==> src/rtl/ssd_capture.sv <==
// ssd_capture: snoops the multiplexed 4-digit seven-segment bus and
// publishes confirmed hex digits. Optional dp capture: SSD_CAPTURE_DP_EN.
module ssd_capture #(
  parameter int CONFIRM = 2,
  parameter int TIMEOUT = 1024
) (
  input  logic       clk,
  input  logic       rst,
  input  logic       en,
  input  logic [7:0] ssd,
  input  logic [3:0] ssd_sel,
  output logic [3:0] d0,
  output logic [3:0] d1,
  output logic [3:0] d2,
  output logic [3:0] d3,
  output logic [3:0] dp,
  output logic       valid,
  output logic       err,
  output logic       stale
);

  localparam int SW = $clog2(TIMEOUT) + 1;
  localparam logic [SW-1:0] TO = SW'(TIMEOUT);
  localparam logic [3:0] CONF = 4'(CONFIRM);

  localparam logic [1:0] S_DIS = 2'd0;
  localparam logic [1:0] S_COL = 2'd1;
  localparam logic [1:0] S_CHK = 2'd2;

  logic [1:0]    state, state_nxt;
  logic [15:0]   slots;
  logic [3:0]    slot_dp;
  logic [3:0]    seen, seen_nxt;
  logic [3:0]    cnt;
  logic [15:0]   prev_d;
  logic [3:0]    prev_dp;
  logic [15:0]   dq;
  logic [3:0]    dpq;
  logic [SW-1:0] scnt;

  logic       sel_ok, sel_blank;
  logic [1:0] sel_idx;
  logic       seg_hit;
  logic [3:0] seg_val;
  logic       lit;
  logic       bad, wr;

  logic       same, load;
  logic [3:0] cnt_inc, cnt_new;
  logic [3:0] seen_base;
  logic [SW-1:0] scnt_inc;

  // Decode the digit select and the segment pattern of this sample.
  always_comb begin
    sel_ok    = 1'b0;
    sel_idx   = 2'd0;
    sel_blank = (ssd_sel == 4'b1111);
    case (ssd_sel)
      4'b1110: begin sel_ok = 1'b1; sel_idx = 2'd0; end
      4'b1101: begin sel_ok = 1'b1; sel_idx = 2'd1; end
      4'b1011: begin sel_ok = 1'b1; sel_idx = 2'd2; end
      4'b0111: begin sel_ok = 1'b1; sel_idx = 2'd3; end
      default: begin sel_ok = 1'b0; sel_idx = 2'd0; end
    endcase
    seg_hit = 1'b1;
    seg_val = 4'h0;
    case ({ssd[7:1], 1'b1})
      8'h03: seg_val = 4'h0;
      8'h9F: seg_val = 4'h1;
      8'h25: seg_val = 4'h2;
      8'h0D: seg_val = 4'h3;
      8'h99: seg_val = 4'h4;
      8'h49: seg_val = 4'h5;
      8'h41: seg_val = 4'h6;
      8'h1F: seg_val = 4'h7;
      8'h01: seg_val = 4'h8;
      8'h09: seg_val = 4'h9;
      8'h11: seg_val = 4'hA;
      8'hC1: seg_val = 4'hB;
      8'h63: seg_val = 4'hC;
      8'h85: seg_val = 4'hD;
      8'h61: seg_val = 4'hE;
      8'h71: seg_val = 4'hF;
      default: seg_hit = 1'b0;
    endcase
`ifdef SSD_CAPTURE_DP_EN
    lit = ~ssd[0];
`else
    lit = 1'b0;
`endif
    bad = en && !sel_blank && !(sel_ok && seg_hit);
    wr  = en && sel_ok && seg_hit;
  end

  // Frame bookkeeping: seen mask, next state, confirmation arithmetic.
  always_comb begin
    seen_base = (state == S_CHK) ? 4'b0000 : seen;
    if (!en || bad)
      seen_nxt = 4'b0000;
    else if (wr)
      seen_nxt = seen_base | (4'b0001 << sel_idx);
    else
      seen_nxt = seen_base;

    state_nxt = S_COL;
    if (!en)
      state_nxt = S_DIS;
    else if (state == S_COL || state == S_DIS)
      state_nxt = (seen_nxt == 4'b1111) ? S_CHK : S_COL;
    else
      state_nxt = S_COL;

    same    = ({slots, slot_dp} == {prev_d, prev_dp});
    cnt_inc = (cnt == 4'd15) ? cnt : cnt + 4'd1;
    cnt_new = same ? cnt_inc : 4'd1;
    load    = (cnt_new >= CONF) && ({slots, slot_dp} != {dq, dpq});

    scnt_inc = (scnt == {SW{1'b1}}) ? scnt : scnt + SW'(1);
  end

  // Control state and the partial-frame capture registers.
  always_ff @(posedge clk or posedge rst) begin
    if (rst) begin
      state   <= S_COL;
      seen    <= 4'b0000;
      slots   <= 16'h0000;
      slot_dp <= 4'b0000;
    end else begin
      state <= state_nxt;
      seen  <= seen_nxt;
      if (bad) begin
        slots   <= 16'h0000;
        slot_dp <= 4'b0000;
      end else if (wr) begin
        slots[sel_idx*4 +: 4] <= seg_val;
        slot_dp[sel_idx]      <= lit;
      end
    end
  end

  // Confirmation counter, previous frame and published outputs.
  always_ff @(posedge clk or posedge rst) begin
    if (rst) begin
      cnt     <= 4'd0;
      prev_d  <= 16'h0000;
      prev_dp <= 4'b0000;
      dq      <= 16'h0000;
      dpq     <= 4'b0000;
      valid   <= 1'b0;
      err     <= 1'b0;
    end else begin
      valid <= 1'b0;
      err   <= bad;
      if (!en) begin
        cnt <= 4'd0;
      end else if (state == S_CHK) begin
        cnt     <= cnt_new;
        prev_d  <= slots;
        prev_dp <= slot_dp;
        if (load) begin
          dq    <= slots;
          dpq   <= slot_dp;
          valid <= 1'b1;
        end
      end
    end
  end

  // Staleness timer: restarts on every completed frame, saturates.
  always_ff @(posedge clk or posedge rst) begin
    if (rst) begin
      scnt  <= '0;
      stale <= 1'b0;
    end else if (!en || state == S_CHK) begin
      scnt  <= '0;
      stale <= 1'b0;
    end else begin
      scnt  <= scnt_inc;
      stale <= (scnt_inc >= TO);
    end
  end

  assign d0 = dq[3:0];
  assign d1 = dq[7:4];
  assign d2 = dq[11:8];
  assign d3 = dq[15:12];

`ifdef SSD_CAPTURE_DP_EN
  assign dp = dpq;
`else
  logic unused_dp;
  assign unused_dp = ^{ssd[0], dpq};
  assign dp = 4'b0000;
`endif

endmodule

==> config.mk <==
export PLATFORM = sky130hd
export DESIGN_NAME = ssd_capture
export DESIGN_NICKNAME = d
export VERILOG_FILES = /design/src/rtl/ssd_capture.sv
export SDC_FILE = /design/constraint.sdc
export NUM_CORES = 1
export LEC_CHECK = 0
export BUFFER_PORTS_ARGS = -buffer_cell sky130_fd_sc_hd__buf_4
export CORE_ASPECT_RATIO = 1.25
export CORE_UTILIZATION = 35
export CTS_CLUSTER_SIZE = 8
export DETAILED_ROUTE_END_ITERATION = 12
export PLACE_DENSITY_LB_ADDON = 0.25
export SLEW_MARGIN = 10
export SYNTH_ARGS = -nofsm -noshare
export SYNTH_HDL_FRONTEND = slang
export SYNTH_SLANG_ARGS = --single-unit
==> constraint.sdc <==
create_clock -name clk -period 3.4 [get_ports clk]
set_clock_uncertainty 0.05 [all_clocks]
set_input_delay 0.68 -clock clk [delete_from_list [all_inputs] [get_ports clk]]
set_output_delay 0.68 -clock clk [all_outputs]
set_load 0.005 [all_outputs]
### After elaboration in Yosys (flattened, before gate mapping)

Cells that the tools add are included.

* bits in registers: 84
* input bits: 15
* output and inout port bits: 23
* logic and storage cells: 101

* $add $sub $neg: 3
* order comparisons: 4
* eq/ne operators: 28
* shift operators: 3
* mux-type cells: 27
* bitwise operators: 3
* reduce and logical (&&, ||, !) cells: 20

Operators by type and width (number)
* case mux 4 bit (15 select lines): 1
* two-way mux 4 bit: 9
* equality test 7 x 6 -> 1 bit (second input constant): 5
* negation 4 -> 34 bit: 1
* variable shift 4 x 34 -> 16 bit (first input constant): 1
* indexed part select 4 x 34 -> 16 bit: 1
* two-way mux 16 bit: 2
* equality test 7 bit (second input constant): 4
* equality test 4 bit (second input constant): 6
* two-way mux 11 bit: 2
* equality test 20 bit: 1
* != test 20 bit: 1
* bitwise mux 16 bit: 1
* OR reduction 16 bit: 1
* equality test 7 x 3 -> 1 bit (second input constant): 2
* equality test 7 x 4 -> 1 bit (second input constant): 2
* adder 11 x 1 -> 11 bit (second input constant): 1
* equality test 11 bit (second input constant): 1
* >= comparator 11 bit (second input constant): 1
* equality test 7 x 1 -> 1 bit (second input constant): 1
* equality test 7 x 5 -> 1 bit (second input constant): 1
* logical AND 1 bit: 7
* logical NOT 7 bit: 1
* two-way mux 1 bit: 7
* 22 further kinds: 28

### Logic depth before layout (Yosys ltp)

* depth in word-level cells: 12
* depth in mapped cells: 11
* mapped depth without buffers: 8

### Least setup slack after synthesis

Ideal clock, no wire load.

* path type: input-to-reg
* start: input port ssd[7]
* end: register slots[0]
* library setup time: 0.123 ns
* arrival: 2.596 ns
* data required time: 3.227 ns
* setup slack: 0.631 ns
* cell stages on the path: 11
* buffers on the path: 3
* cells stage by stage: buf_2 -> or4bb_1 -> a2111oi_2 -> a211oi_2 -> a31oi_4 -> and2_1 -> buf_6 -> buf_8 -> nand2_1 -> nand2_1 -> a21oi_1

* cells in the longest elaborated chain, start to end: 7
* elaborated cells on any way between the ends: 28
* those cells by class: 15 x eq/ne; 1 x shift; 5 x mux; 7 x reduce/logical

RTL lines
* start, declared: line 10 `input logic [7:0] ssd,`
* parallel branches: the longest is 7 deep, another holds indexed part select 4 x 34 -> 16 bit
* end signal, assigned by index: line 135 `slots[sel_idx*4 +: 4] <= seg_val;`
* end, declared: line 31 `logic [15:0] slots;`

Parallel ways; which one is timed is not known. The select of a mux whose other input is x is not followed.
A chain may end at the register's enable or synchronous reset.

### Worst setup path after layout

* start: input port ssd[7]
* end: register state[1]

* cells in the longest elaborated chain, start to end: 12
* elaborated cells on any way between the ends: 29
* those cells by class: 16 x eq/ne; 6 x mux; 7 x reduce/logical

RTL lines
* equality test 7 x 6 -> 1 bit, or another cell as far along: line 67 `case ({ssd[7:1], 1'b1})`
* OR reduction 16 bit (no line) *
* two-way mux 1 bit *: line 67
* logical AND 1 bit: line 91 `bad = en && !sel_blank && !(sel_ok && seg_hit);`
* logical NOT 1 bit: line 91
* logical AND 1 bit: line 91
* logical OR 1 bit: line 98 `if (!en || bad)`
* two-way mux 4 bit *: line 98
* equality test 4 bit *: line 109 `state_nxt = (seen_nxt == 4'b1111) ? S_CHK : S_COL;`
* two-way mux 2 bit *: line 109
* two-way mux 2 bit *: line 108 `else if (state == S_COL || state == S_DIS)`
* two-way mux 2 bit *: line 106 `if (!en)`
* net state_nxt[1]: line 30 `logic [1:0] state, state_nxt;`
* end signal, assigned: line 129 `state <= state_nxt;`
* end, declared: line 30

The timed path passes the listed nets; every way through them passes the cells marked *.

==> metrics list <==
* Register Area: 2078 µm²
* Leading area contributor after synthesis: sky130_fd_sc_hd__dfrtp_1
* Xor/xnor cell area share of the yosys netlist: 10.14%
- Once detail routing completed, the nets flagged for antenna violations numbered 0.
- The critical path goes through buf_4 > or4bb_1 > a2111oi_2 > a211oi_2 > a31oi_4 > and2_1 > buf_12 > nand2_1 > o21ai_1 > and3_1.
* Final standard cell utilization of the core: 41.44%
- Number of synthesized register bits: 83
- Pint: 0.001722 W
- In this run the cell area of the synthesized design comes to 4579 µm².
* Delay of the slowest critical-path stage: 0.52 ns
* Leakage power of the design: 2.412 nW
- The critical path in this run is classified as input pin to register.
- Measured along the y axis, the die boundary spans 129.9 µm.
- Relative max-transition margin: 53.37%
- Post-cts hold buffer count: 0
- Measured along the x axis, the die boundary spans 104.3 µm.
* Req. time, crit path: 3.62 ns
- The die covers 13550 µm².
* Data arrival time of the critical path: 3.00 ns
- The commonest cells after synthesis are sky130_fd_sc_hd__dfrtp_1, sky130_fd_sc_hd__mux2_2, sky130_fd_sc_hd__nand2_1.
- The first global-routing pass estimated 16160 µm of wire.
- Row count: 46
- CTS tree: yes
- The repair_antennas step left the layout with diodes totalling 0.
- Sequential cells were found to cover 45.38% of the synthesized design area.
- Synthesis produced a netlist whose cell count is 438.
- Per-cell routed wire length: 14.95 µm
* Root Driver: sky130_fd_sc_hd__clkbuf_16
- Clk pin slew, worst setup/hold paths: 0.06 ns
- Area Overhead vs Synth: 15.11%
* Routability Congestion: 0.7879
- First DRT Iteration DRCs: 160
* Switching power share of the total: 21.05%
* Tmin final: 2.780 ns
- Critical path fanouts, max: 24
- The multi-input combinational cells in the finished layout cover a total of 2330 µm².
- Static timing analysis puts the maximum clock frequency at 359.8 MHz.
* Highest ir drop seen on vdd: 0.2929 mV
- GR Overflow Total: 0
* Path category of the worst min-delay check: input pin to asynchronous set/reset pin
- DRC errors left: 0
- IO buf count: 32
- Synthesized area per cell: 10.46 µm²
- CP max-delay cell: sky130_fd_sc_hd__or4bb_1
* Distinct cell type count of the synthesized netlist: 58
- Setup Fix Bufs, Post-CTS: 0
- After synthesis, the cell types taking the most area are sky130_fd_sc_hd__dfrtp_1, sky130_fd_sc_hd__mux2_2, sky130_fd_sc_hd__xnor2_1.
* Final max-slew violation count: 0
- Run status: completed
* Overall track demand over capacity in global routing: 15.08%
- Post-cts repair resize count: 0
* Launch instance of the worst register-to-register path: slots[14]
* Final critical-path share of the clock period: 81.75%
* Deepest level of the CTS H-tree: 3
- Num ports: 38
* Via count of the routed design: 3284
- Clock sink count: 83
- Before CTS, the worst setup slack after placement is 0.2612 ns.
- Wires add up to 9522 µm.
- The clock passes through at most 2 buffers.
- Relative contribution of combinational cells to total power: 6.1%
* RSZ-0062 raised after global routing: false
* Reg2reg end: dq[13]
- STA classifies the critical path startpoint as an input pin.
* Combinational family with the most area after synthesis: simple AND/OR/NAND/NOR gates
- At the pin with the least slew margin, the transition time is 0.6986 ns.
* Maximum number of pins on one net before global-route repair: 42
- The worst path meets setup with 0.6204 ns of slack.
* Num CTS Buffers: 9
* Worst reg2reg path depth: 8
- Final hold viol count: 0
- Final Setup Violations: 0
- Yosys warning count: 0
* Area fraction in compound gates after synthesis: 9.754%
- First-pass DRT Iterations: 5
- Reported max-cap violation count: 0
- Clock network fraction of total power: 48.2%
- The initial antenna violation count came to 0.
- Setup slack on the worst reg-to-reg path comes out at 0.82 ns.
- Summed over all failing endpoints, the final setup total negative slack is 0 ns.
- Of the post-synthesis cell area, the part taken by muxes is 10.52%.
- In this run the biggest area consumer among cell types represents 44.81% of the synthesized area.
- For this run, the leading register cell type out of synthesis is sky130_fd_sc_hd__dfrtp_1.
* Initial cell density of the core: 36.00%
* Switching power: 0.0004590 W
- Power spread over the standard cell area amounts to 413.7 nW/µm².
* Critical path endpoint category: register
- Worst skew pair latency: 0.33 ns
- Area of the core: 12720 µm²
* Filler cell count: 1263
- The final layout contains 489 nets.
- Simple-gate share of the synthesized area: 17.40%
- Most common cell in the synthesized netlist: sky130_fd_sc_hd__dfrtp_1
- The via count of the first global-routing pass came to 3301.
- Sequential Power Share: 45.7%
- Number of enable flip-flop cells after synthesis: 0
- Via/cell ratio: 5.155
- Detailed placement finished with a half-perimeter wire length of 6952 µm.
- Async set-reset flop share out of synthesis: 100.0%
- Of the cells placed in the final design, the portion with a size suffix greater than 1 is 22.17%.
- Fraction of the mapped netlist area in adder cells: 2.732%
==> power by group through the flow <==
stage | clock (W) | sequential [W] | combinational, W
after global routing | 0.00111 | 0.000997 | 0.000153
after global placement | 0 | 0.00101 | 0.000132
after CTS | 0.00107 | 0.000996 | 0.000137
after detailed placement | 0 | 0.00101 | 0.000136
after floorplan | 0 | 0.00101 | 0.000101
final | 0.00105 | 0.000997 | 0.000134
==> critical path, delay by kind of cell <==
| family | cells | cell delay (ns) |
|---|---|---|
| AO/OA/AOI/OAI | 4 | 0.95 |
| AND/OR/NAND/NOR | 4 | 1.00 |
| buffers and inverters | 2 | 0.36 |
==> cells in the final DEF (no fill, tap or decap), drive strengths merged, types with 2 or more instances in the layout <==
cell type and instances:
a22oi 5, xnor2 30, nor3b 4, or2 2
nand2b 7, nor2 24, nand4 22, buf 38
nand2 41, o21ai 12, mux2 41, conb 4
a21oi 27, and3 2, clkbuf 14, or3 2
dfrtp 82, nand3 14, nor3 7, a31oi 5
ha 10, or4bb 2, o211ai 2, nor4 5
xor2 23, and4 2, a211oi 2, bufinv 2
mux2i 2, nand4b 6, and4b 2, o311a 2
nand3b 2, inv 7
==> cell type report <==
type                    count  area share, %
multi-input cells         324          44.20
flip-flops and latches     83          39.43
repair buffers             38          5.649
clock buffers              14          5.008
well taps                 168          3.988
clock inverters             2          1.139
inverters                   8         0.5934
==> registers in the layout (all words and copies together), names as in the netlist <==
name and count:
cnt 4, dpq 4, err 1, prev_dp 4
slots 16, scnt 11, seen 4, prev_d 16
slot_dp 4, valid 1, state 2, dq 16
==> how the worst max path moves through the flow <==
stage,from,end,depth (start not counted)
4_1_cts,ssd[7],slots[7],9
3_5_place_dp,ssd[7],state[1],10
2_1_floorplan,rst,cnt[0],1
6_report,ssd[7],state[1],10
5_1_grt,ssd[7],state[1],10
3_3_place_gp,ssd[7],state[1],10
==> metrics by stage <==
step | hold slack (ns) | instances | area, µm² | power (W)
2_1_floorplan | 0.4189 | 441 | 4591 | 0.001114
3_3_place_gp | 0.4350 | 621 | 4947 | 0.001146
3_5_place_dp | 0.4626 | 621 | 4947 | 0.001150
4_1_cts | 0.4056 | 637 | 5271 | 0.002205
5_1_grt | 0.4471 | 637 | 5271 | 0.002256
6_report | 0.3881 | 637 | 5271 | 0.002181
==> layer usage <==
| metal | share of wire (%) | global-route usage [%] |
|---|---|---|
| met4 | 1.4 | 5.294 |
| met1 | 46 | 18.87 |
| met2 | 50 | 26.26 |
| met5 | 0 | 0 |
| met3 | 2.3 | 2.697 |
==> cell families after synthesis <==
group / after synthesis
and+or+nand+nor: 149
DFF: 83
AOI/OAI and AO/OA: 65
xor gates and xnor gates: 53
muxes: 43
buffers and inverters: 34
adders and majority gates: 10
other: 1
No activity file was read; power rests on OpenSTA's default activity.
